**config.mk**
```make
export PLATFORM = sky130hd
export DESIGN_NAME = mod_counter
export DESIGN_NICKNAME = d
export VERILOG_FILES = /design/src/rtl/mod_counter_pkg.sv /design/src/rtl/mod_counter_prescaler.sv /design/src/rtl/mod_counter.sv
export SDC_FILE = /design/constraint.sdc
export NUM_CORES = 1
export LEC_CHECK = 0
export CAP_MARGIN = 10
export CORE_MARGIN = 1.5
export CORE_UTILIZATION = 50
export DETAILED_ROUTE_END_ITERATION = 7
export GPL_ROUTABILITY_DRIVEN = 1
export PLACE_DENSITY = 0.81
export SLEW_MARGIN = 20
export SYNTH_ARGS = -nofsm -noshare
export SYNTH_HDL_FRONTEND = slang
export SYNTH_SLANG_ARGS = --single-unit
```
**constraint.sdc**
```tcl
create_clock -name clock -period 3.2 [get_ports clock]
set_input_delay 0.32 -clock clock [delete_from_list [all_inputs] [get_ports clock]]
set_output_delay 0.32 -clock clock [all_outputs]
set_load 0.1 [all_outputs]
```
**src/rtl/mod_counter_pkg.sv**
```systemverilog
// -----------------------------------------------------------------------------
// mod_counter_pkg
//   Shared constants and helpers for the mod_counter block.
//   - COUNT_UP / COUNT_DOWN : encoding of the 'up' direction input.
//   - prescale_width()      : bit width needed to hold a prescaler count
//                             in the range 0..PRESCALE-1 (never less than 1).
// -----------------------------------------------------------------------------
package mod_counter_pkg;

  localparam logic COUNT_UP   = 1'b1;
  localparam logic COUNT_DOWN = 1'b0;

  // Width of a counter that runs 0..prescale-1. A one-bit register is kept
  // even for prescale=1 so the prescaler never collapses to a zero-width
  // vector.
  function automatic int prescale_width(input int prescale);
    return (prescale <= 2) ? 1 : $clog2(prescale);
  endfunction

endpackage : mod_counter_pkg

```
**src/rtl/mod_counter_prescaler.sv**
```systemverilog
// -----------------------------------------------------------------------------
// mod_counter_prescaler
//   Divides the enable stream: 'tick' is high in every PRESCALE-th cycle in
//   which 'en' is high. The internal count only advances while en=1 and is
//   forced to zero by 'clear' or 'reset'.
//
// Parameters
//   PRESCALE : enabled cycles per tick (1..65535); PRESCALE=1 gives tick=en.
// Ports
//   clock : rising-edge clock
//   reset : synchronous, active-high reset
//   en    : count enable
//   clear : synchronous clear of the count (takes priority over en)
//   tick  : combinational tick, valid in the cycle it is consumed
// -----------------------------------------------------------------------------
module mod_counter_prescaler
  import mod_counter_pkg::*;
#(
  parameter int PRESCALE = 1
) (
  input  logic clock,
  input  logic reset,
  input  logic en,
  input  logic clear,
  output logic tick
);

  localparam int PW = prescale_width(PRESCALE);
  localparam logic [PW-1:0] LAST = PW'(PRESCALE - 1);

  logic [PW-1:0] count;

  // Tick fires in the enabled cycle that would move the count past LAST.
  // With PRESCALE=1 the count is pinned at 0 == LAST, so tick follows en.
  assign tick = en && (count == LAST);

  // NOTE: sequential state is updated with non-blocking assignments so every
  // register samples the pre-edge value of every other register.
  always_ff @(posedge clock) begin
    if (reset || clear) begin
      count <= '0;
    end else if (en) begin
      count <= (count == LAST) ? '0 : count + PW'(1);
    end
  end

endmodule : mod_counter_prescaler

```
**src/rtl/mod_counter.sv**
```systemverilog
// -----------------------------------------------------------------------------
// mod_counter
//   Up/down modulo-MODULUS counter with an enable prescaler, synchronous load
//   (clamped to MODULUS-1) and a registered terminal-count pulse.
//   Priority per edge: reset > load > tick > hold.
//
//   Optional feature: define MOD_COUNTER_SAT_EN to add the 'sat' input. With
//   sat=1 the counter holds at MODULUS-1 (up) or 0 (down) instead of wrapping,
//   and tc pulses once on the tick that reaches that bound.
//
// Parameters
//   WIDTH    : counter width in bits (1..32)
//   MODULUS  : count range 0..MODULUS-1 (2..2^WIDTH)
//   PRESCALE : enabled cycles per count step (1..65535)
// Ports
//   clock      : rising-edge clock
//   reset      : synchronous, active-high reset
//   en         : count enable (gates prescaler and counter)
//   up         : direction, COUNT_UP = increment, COUNT_DOWN = decrement
//   load       : synchronous load strobe
//   load_value : value to load
//   value      : registered count
//   tc         : registered terminal-count pulse
//   sat        : (MOD_COUNTER_SAT_EN only) saturate instead of wrapping
// -----------------------------------------------------------------------------
module mod_counter
  import mod_counter_pkg::*;
#(
  parameter int              WIDTH    = 8,
  parameter longint unsigned MODULUS  = 256,
  parameter int              PRESCALE = 1
) (
  input  logic             clock,
  input  logic             reset,
  input  logic             en,
  input  logic             up,
  input  logic             load,
  input  logic [WIDTH-1:0] load_value,
  output logic [WIDTH-1:0] value,
  output logic             tc
`ifdef MOD_COUNTER_SAT_EN
  ,
  input  logic             sat
`endif
);

  // Top of the count range. Computed in 64-bit arithmetic before narrowing,
  // so MODULUS = 2^WIDTH yields all-ones rather than a truncated zero.
  localparam logic [WIDTH-1:0] MAX_VAL = WIDTH'(MODULUS - 64'd1);

  logic             tick;
  logic             sat_on;
  logic [WIDTH-1:0] load_clamped;
  logic [WIDTH-1:0] next_value;
  logic             next_tc;

`ifdef MOD_COUNTER_SAT_EN
  assign sat_on = sat;
`else
  assign sat_on = 1'b0;
`endif

  mod_counter_prescaler #(
    .PRESCALE (PRESCALE)
  ) u_prescaler (
    .clock (clock),
    .reset (reset),
    .en    (en),
    .clear (load),
    .tick  (tick)
  );

  // Out-of-range load values are clamped to the top of the range.
  assign load_clamped = (64'(load_value) >= MODULUS) ? MAX_VAL : load_value;

  // NOTE: every output of this block gets a default first, so no path leaves
  // a variable unassigned and no latch is inferred.
  always_comb begin
    next_value = value;
    next_tc    = 1'b0;
    if (load) begin
      next_value = load_clamped;
    end else if (tick) begin
      case (up)
        COUNT_UP: begin
          if (value == MAX_VAL) begin
            if (!sat_on) begin
              next_value = '0;
              next_tc    = 1'b1;
            end
          end else begin
            next_value = value + WIDTH'(1);
            // In saturating mode the pulse marks arrival at the bound.
            next_tc    = sat_on && (next_value == MAX_VAL);
          end
        end
        COUNT_DOWN: begin
          if (value == '0) begin
            if (!sat_on) begin
              next_value = MAX_VAL;
              next_tc    = 1'b1;
            end
          end else begin
            next_value = value - WIDTH'(1);
            next_tc    = sat_on && (next_value == '0);
          end
        end
        default: begin
          next_value = value;
        end
      endcase
    end
  end

  always_ff @(posedge clock) begin
    if (reset) begin
      value <= '0;
      tc    <= 1'b0;
    end else begin
      value <= next_value;
      tc    <= next_tc;
    end
  end

endmodule : mod_counter

```
==> flow_metrics.tcl, run 1 <==
set metrics [dict create \
    status "finished with violations" \
    violations "DRC" \
    gr-usage-all-layers_pct 25.5 \
    crit_chain "clkdlybuf4s50_1" \
    fillers 139 \
    cts_buffers 3 \
    antenna_found_initial 0 \
    final_area_sq_um 1050 \
    cts_tree "built" \
    cts_root_buf "clkbuf_4" \
    first_global_vias 845 \
    cp_slowest_cell "clkdlybuf4s50_1" \
    rsz0062_at_grt "no" \
    ant_nets 0 \
    io_pins 22 \
    insertion_delay_ns 0.28 \
    tns_ns 0 \
    crit_path_end "value[6]" \
    syn-instance-count 109 \
    crit_path_max_fanout 6 \
    avgSynthCellArea_sq_um 7.92 \
    via_count 918 \
    clockBufferDepth 2 \
    drc 2 \
    initial_core_util_pct 55.4 \
    antenna_cells 0 \
    reg2reg_from "value[0]" \
    synth.distinct_cells 49 \
    cts.sinks 9 \
    yosys_warnings 0 \
    cp_data_arrival_time_ns 1.95 \
    fmax_mhz 441 \
    worstMarginPinSlew_ns 0.966 \
    multi_input_area_sq_um 604 \
    rows 14 \
    cp_data_required_time_ns 2.88 \
    startpoint "value[6]" \
    rrSetupSlack_ns 1.21 \
    synth-edff-count 0 \
    final_nets 143 \
    dpl-instance-area_sq_um 1020 \
    die_h_um 44.6 \
    die_w_um 44.6 \
    synth_top_area_share_pct 20.9 \
    finalNonFillerCells 142 \
    syn_area_sq_um 863 \
    dr.pass1.iters 6 \
    worst-path-buf-inv 1 \
    synthArstFlopShare_pct 0 \
    cp_num_cells 1 \
    place_hpwl_um 1500 \
    cts_repair_resize_count 0 \
    gp_congestion 0.855 \
    coreArea_sq_um 1560 \
    wirelength_um 2200 \
    cts_max_level 1 \
    synthTopCellsByArea "dfxtp_1 (21%), a21oi_1 (4.6%), ha_1 (4.3%)" \
    yosysSeqAreaShare_pct 20.9 \
    postCtsHoldBufs 0 \
    grt_pass1_wl_um 3760 \
    syn_nets 125 \
    slew_violations 0 \
    start_kind "register" \
    synth_top_area_cell "dfxtp_1" \
    crit_path_end_kind "output pin" \
    dp.cells 138 \
    skew_ns 0.00856 \
    dieArea_sq_um 1990 \
    path_class "register to output pin" \
    max_cap_violations 0 \
    relSlewSlack_pct 35.4 \
    synthTopCellsByCount "dfxtp_1 (9), nand2_1 (9), a21oi_1 (8)" \
    path_delay_family "buffers and inverters" \
    path_clk_slew_ns 0.07 \
    r2r-end "value[7]" \
    critical-path-max-stage-delay_ns 1.19 \
    vias_per_cell 6.46 \
    finalPower_mw 0.421 \
    pwr_density_cell_nw_per_um2 401 \
    overflow 0 \
    min_path_type "input port to register" \
    drt_iter0_drc 41 \
    min_period_ns 2.27 \
    wl_per_cell_um 15.5 \
    area_growth_pct 21.7 \
    portBuffers 21 \
    ys_dominant_reg_cell "dfxtp_1" \
    reg2reg_depth 6 \
    ir_drop_uv 240 \
    layout-drive-gt1-share_pct 14.3 \
    seqCellArea_sq_um 180 \
    p_leak_nw 0.384 \
    fin_crit_sh_pct 70.8 \
    grt_max_degree 19 \
    cts_setup_buffers 0 \
    setup_viol 0 \
    hold_viol 0 \
    synth-seq-cells 9 \
]
[flip-flops by register name, indices dropped and copies added, names as in the netlist]
name	cells
value	8
tc	1
[stage by stage]
stage / hold slack, ns / util (%) / setup WS [ns]
after CTS: 0.603 / 67.4 / 0.940
after detailed placement: 0.660 / 65.7 / 0.870
final: 0.596 / 67.4 / 0.933
after global placement: 0.656 / 65.7 / 0.906
after global routing: 0.636 / 67.4 / 0.883
after floorplan: 0.468 / - / 0.631
[cell type report]
cell class / instances / share of cell area [%]
sequential: 9 / 17.1
tap: 16 / 1.90
clock buffer: 4 / 2.50
inverter: 4 / 1.43
timing repair buffer: 22 / 19.5
multi-input combinational: 87 / 57.5
[layer usage]
layer | vias up | GRT usage [%] | part of all wire [%]
li1 | 445 | - | -
met1 | 428 | 32.7 | 46
met2 | 40 | 41.2 | 47
met3 | 5 | 3.67 | 5.4
met4 | 0 | 13.3 | 1.5
met5 | - | 0 | 0
[report_power, final]
group	internal [mW]	total, mW	leakage (nW)	switching (mW)
clock	0.0484	0.0975	0.0150	0.0491
combinational	0.0677	0.181	0.294	0.113
sequential	0.120	0.143	0.0742	0.0228
[cells in the final DEF, fill, tap and decap left out, types with 2 or more instances in the layout]
| master | netlist | layout |
|---|---|---|
| nand4_1 | 3 | 3 |
| clkbuf_4 | 1 | 3 |
| o21ai_0 | 5 | 5 |
| clkdlybuf4s50_1 | 0 | 16 |
| and2_1 | 2 | 2 |
| buf_4 | 0 | 6 |
| nor3_1 | 3 | 3 |
| nor2b_1 | 2 | 2 |
| a21o_1 | 2 | 2 |
| a21oi_1 | 8 | 8 |
| and3_1 | 2 | 2 |
| a211oi_1 | 3 | 3 |
| inv_1 | 4 | 4 |
| xnor2_1 | 3 | 3 |
| nor3b_1 | 3 | 3 |
| a31oi_1 | 3 | 3 |
| nor2_1 | 6 | 6 |
| ha_1 | 3 | 3 |
| nand2_1 | 9 | 9 |
| a21boi_0 | 2 | 2 |
| nand3_1 | 4 | 4 |
| dfxtp_1 | 9 | 9 |
[kinds of logic after synthesis]
family	count (synthesis)	synth area share, %
adder cells (fa/ha/maj)	3	4.35
multiplexers	3	5.07
AO/OA/AOI/OAI	32	24.5
AND/OR/NAND/NOR	46	33.0
buffers and inverters	13	9.13
XOR/XNOR	3	3.04
flip-flops	9	20.9
[worst min-delay path by stage]
stage	endpoint	start	slack [ns]	cells after the start
2_1_floorplan	value[2]	load_value[2]	0.47	2
3_3_place_gp	tc	value[7]	0.66	2
3_5_place_dp	tc	value[7]	0.66	2
4_1_cts	value[2]	load_value[2]	0.60	3
5_1_grt	value[4]	load_value[4]	0.64	3
6_report	value[2]	load_value[2]	0.60	3
No activity file was read; power rests on OpenSTA's default activity.
==> run 2, diff against run 1 <==
CORE_UTILIZATION = 43   (was 50)
PLACE_DENSITY = 0.74   (was 0.81)
clock period = 1.8 ns   (was 3.2 ns; I/O delays follow)
==> run 2 against run 1 <==
Compared with the run above:
- combinational power grew 110%
- setup slack worse by 0.94 ns
- sequential power up 80%
- the flow finishes with violations (setup timing)
- largest cell class unchanged
- total power increased by 92%
- clock skew fell by 0.0061 ns
- core utilization is 2.6 points lower
- count of clock-buffer cells in the layout stayed put
- final cell count grew 19%
==> flow_metrics.tcl, run 2 (synthesis results as in run 1) <==
set metrics [dict create \
    setup_viol 1 \
    via_count 1013 \
    gr-usage-all-layers_pct 23.0 \
    overflow 0 \
    cts.sinks 9 \
    largest_reg_flops 8 \
    grt_max_degree 15 \
    drt_iter0_drc 25 \
    area_growth_pct 44.3 \
    final_cell_mix "buf_4 (26), clkdlybuf4s50_1 (12), nand2_1 (9)" \
    insertion_delay_ns 0.27 \
    dr.pass1.iters 5 \
    fillers 180 \
    start_kind "register" \
    worst-path-buf-inv 2 \
    violations "setup timing" \
    pwr_density_cell_nw_per_um2 649 \
    cp_num_cells 7 \
    final_common_cell "buf_4" \
    relSlewSlack_pct 73.4 \
    io_pins 22 \
    fmax_mhz 553 \
    top_regs "value x8, tc x1" \
    place_hpwl_um 1760 \
    path_delay_family "compound AO/OA/AOI/OAI gates" \
    grt-busiest-layer "met2" \
    rows 16 \
    use_met3_pct 3.77 \
    status "finished with violations" \
    portBuffers 21 \
    cp_data_arrival_time_ns 2.02 \
    finalPower_mw 0.809 \
    wirelength_um 2470 \
    drc 0 \
    vias_per_cell 5.99 \
    ir_drop_uv 440 \
    clockBufferDepth 2 \
    cts_max_level 1 \
    crit_chain "inv_4, ha_4, nor4b_4, buf_4, o21ai_0, a2111oi_1, or3_1" \
    cp_data_required_time_ns 2.01 \
    finish.utilization_pct 64.8 \
    path_class "register to register" \
    coreArea_sq_um 1920 \
    cp_slowest_cell "a2111oi_1" \
    min_path_type "input port to register" \
    reg2reg_depth 7 \
    dp.cells 161 \
    fin_hold_ws_ns 0.463 \
    worstMarginPinSlew_ns 0.397 \
    finalWorstSetupSlack_ns -0.00751 \
    finalNonFillerCells 169 \
    p_leak_nw 0.477 \
    skew_ns 0.00245 \
    dp_slack_ns -0.135 \
    initial_core_util_pct 44.9 \
    critical-path-max-stage-delay_ns 0.42 \
    die_h_um 47.8 \
    cts_buffers 3 \
    slew_violations 0 \
    crit_path_max_fanout 5 \
    grtUsageMet2_pct 37.6 \
    cts_root_buf "clkbuf_4" \
    grt_pass1_wl_um 3640 \
    layout-drive-gt1-share_pct 38.7 \
    hold_viol 0 \
    final_nets 159 \
    wl_per_cell_um 14.6 \
    max_cap_violations 0 \
    die_w_um 47.8 \
    path_clk_slew_ns 0.07 \
    min_period_ns 1.81 \
    top_register "value" \
    dieArea_sq_um 2290 \
    first_global_vias 827 \
    min_delay_path_depth 3 \
    use_met1_pct 30.1 \
    antenna_found_initial 0 \
    postCtsHoldBufs 0 \
    fin_crit_sh_pct 100 \
    cts_tree "built" \
    gp_congestion 0.870 \
    antenna_cells 0 \
    ant_nets 0 \
    crit_path_end_kind "register" \
]
run 2: changes by cell type in the layout (fill, tap and decap cells not counted), sizes merged:
cell	change
clkdlybuf4s50	-4
buf	+20
run 2: through the flow:
| step | setup TNS (ns) | instance area (sq um) |
|---|---|---|
| 2_1_floorplan | -0.0639 | 891 |
| 3_3_place_gp | -0.0986 | 1150 |
| 3_5_place_dp | -0.359 | 1150 |
| 4_1_cts | 0 | 1170 |
| 5_1_grt | -0.117 | 1250 |
| 6_report | -0.00751 | 1250 |
run 2: layout make-up:
| type | instances | area (sq um) | area share, % |
|---|---|---|---|
| clock buffer | 4 | 26.3 | 2.11 |
| inverter | 4 | 17.5 | 1.41 |
| timing repair buffer | 38 | 315 | 25.3 |
| sequential | 9 | 203 | 16.3 |
| multi-input combinational | 87 | 651 | 52.2 |
| tap | 27 | 33.8 | 2.71 |
run 2: path summary, 6_finish.rpt:
check / start / endpoint / slack, ns
max: value[0] / value[6] / -0.008
min reg2reg: value[7] / tc / 0.61
min: load_value[2] / value[2] / 0.46
max reg2reg: value[0] / value[6] / -0.008
run 2: worst min-delay path, delay by kind of cell:
kind	cells	cell delay (ns)
compound gates	1	0.05
buf+inv	1	0.39
simple gates	1	0.08
run 2: per-layer routing:
layer	vias up	share of wire [%]
li1	475	-
met1	481	40
met2	47	51
met3	10	6.1
met4	0	2.9
met5	-	0
run 2: power by group:
group / switching (mW) / internal, mW / leakage, nW / total (mW)
clock network: 0.0834 / 0.0857 / 0.0150 / 0.169
logic: 0.219 / 0.164 / 0.384 / 0.383
registers: 0.0425 / 0.215 / 0.0785 / 0.257
total: 0.345 / 0.465 / 0.477 / 0.809
run 2: timing repair:
item | in CTS | in global routing
endpoints found under the setup margin | 0 | 5
buffers inserted | 0 | 4
gates resized for setup | 0 | 10
endpoints found under the hold margin | 0 | 0
==> run 3, diff against run 2 <==
CORE_UTILIZATION = 35   (was 43)
PLACE_DENSITY = not set   (was 0.74)
SETUP_SLACK_MARGIN = 0.2   (was not set)
==> run 3 against run 2 <==
Compared with the run above:
- the run now ends clean
- total power rose by 2.8%
- sequential power about the same
- register-to-register slack improved by 0.08 ns
- final cell count increased by 1.8%
- critical path depth fell by 1
- global-route usage down 3.0 points
- wire length up 4.4%
- hold slack better by 0.0037 ns
- sequential share of layout area fell by 0.39 points
- critical path type unchanged
- highest routed layer unchanged
==> flow_metrics.tcl, run 3 (synthesis results as in run 1) <==
set metrics [dict create \
    status "finished, final reports clean" \
    gp_congestion 0.840 \
    grt_max_degree 17 \
    pwr_density_cell_nw_per_um2 644 \
    finalNonFillerCells 172 \
    initial_core_util_pct 37.9 \
    crit_chain "inv_6, ha_4, mux2_4, and3_4, or4_4, a21oi_2" \
    fin_crit_sh_pct 95.9 \
    switching_share_pct 42.2 \
    crit_path_max_fanout 4 \
    cts.sinks 9 \
    skew_ns 0.00394 \
    setup_viol 0 \
    die_w_um 52.7 \
    portBuffers 21 \
    path_clk_slew_ns 0.07 \
    hold_viol 0 \
    drc 0 \
    insertion_delay_ns 0.26 \
    place_hpwl_um 1800 \
    io_pins 22 \
    gr-usage-all-layers_pct 20.0 \
    dp_slack_ns -0.112 \
    critical-path-max-stage-delay_ns 0.48 \
    final_cell_mix "buf_4 (27), clkdlybuf4s50_1 (12), nand2_1 (9)" \
    dieArea_sq_um 2770 \
    min_period_ns 1.73 \
    die_h_um 52.7 \
    ant_nets 0 \
    power_frac_seq_pct 30.8 \
    fillers 220 \
    first_global_vias 872 \
    max_cap_violations 0 \
    min_path_type "input port to register" \
    tns_ns 0 \
    cp_data_arrival_time_ns 1.92 \
    ir_drop_uv 494 \
    rsz0062_at_grt "yes" \
    largest_reg_flops 8 \
    path_class "register to register" \
    cp_data_required_time_ns 2.00 \
    fmax_mhz 579 \
    wl_per_cell_um 15.0 \
    top_regs "value x8, tc x1" \
    slew_violations 0 \
    crit_path_end_kind "register" \
    drt_iter0_drc 25 \
    cts_tree "built" \
    area_growth_pct 49.7 \
    rows 17 \
    p_leak_nw 0.495 \
    antenna_cells 0 \
    power.internal_mw 0.481 \
    antenna_found_initial 0 \
    relSlewSlack_pct 71.5 \
    fin_hold_ws_ns 0.467 \
    pwr-share-clk_pct 19.9 \
    dr.pass1.iters 4 \
    worstMarginPinSlew_ns 0.424 \
    cts_max_level 1 \
    layout-drive-gt1-share_pct 41.0 \
    start_kind "register" \
    finalWorstSetupSlack_ns 0.0738 \
    dp.cells 160 \
    top_register "value" \
    vias_per_cell 5.71 \
    power.switching_mw 0.351 \
    coreArea_sq_um 2280 \
    cp_slowest_cell "or4_4" \
    finalPower_mw 0.832 \
    wirelength_um 2580 \
    clockBufferDepth 2 \
    overflow 0 \
    final_nets 161 \
    final_common_cell "buf_4" \
    rrSetupSlack_ns 0.07 \
    cts_root_buf "clkbuf_4" \
    combPwrFrac_pct 49.3 \
    cts_buffers 3 \
    grt_pass1_wl_um 4030 \
    via_count 982 \
]
-- run 3: changes by cell type in the layout (fill, tap and decap cells not counted), sizes merged --
| cell | delta |
|---|---|
| buf | +2 |
-- run 3: metal layers --
metal / global-route usage [%] / vias to the layer above / wire length, um
met5: 0 / - / 0
met4: 4.27 / 0 / 14
met3: 5.14 / 2 / 98
met2: 34.6 / 26 / 1290
met1: 24.7 / 473 / 1180
li1: - / 481 / -
-- run 3: layout make-up --
cell class	instances	area, sq um	share of cell area, %
repair buffers	40	334	25.8
multi-input cells	87	669	51.8
flip-flops and latches	9	205	15.9
well taps	28	35.0	2.71
clock buffers	4	26.3	2.03
inverters	4	22.5	1.74
-- run 3: critical path, delay by kind of cell (launching register included) --
kind	cells	cell delay [ns]
AOI/OAI and AO/OA	1	0.14
adders and majority gates	1	0.15
buffers and inverters	1	0.05
DFF	1	0.39
muxes	1	0.28
and+or+nand+nor	2	0.66
-- run 3: path summary, 6_finish.rpt --
path,from,end,depth (start not counted)
hold / removal,load_value[2],value[2],3
hold reg to reg,value[7],tc,2
setup reg to reg,value[0],value[2],6
setup / recovery,value[0],value[2],6
-- run 3: power by group through the flow --
stage	sequential, mW	combinational [mW]	clock [mW]
3_3_place_gp	0.261	0.356	0
3_5_place_dp	0.262	0.356	0
5_1_grt	0.260	0.435	0.185
2_1_floorplan	0.345	0.171	0
6_report	0.256	0.411	0.166
4_1_cts	0.255	0.401	0.171
-- run 3: timing repair --
item                       4_1_cts  5_1_grt
setup endpoints to repair        6        6
gates resized for setup          9        1
setup buffers                    7        1
gates cloned                     0        0
hold buffers                     0        0
pin swaps                        7        2
-- run 3: per-stage QoR --
stage / instance area, sq um / utilization, %
2_1_floorplan: 931 / -
3_3_place_gp: 1160 / 51.1
3_5_place_dp: 1160 / 51.1
4_1_cts: 1280 / 56.2
5_1_grt: 1290 / 56.8
6_report: 1290 / 56.8
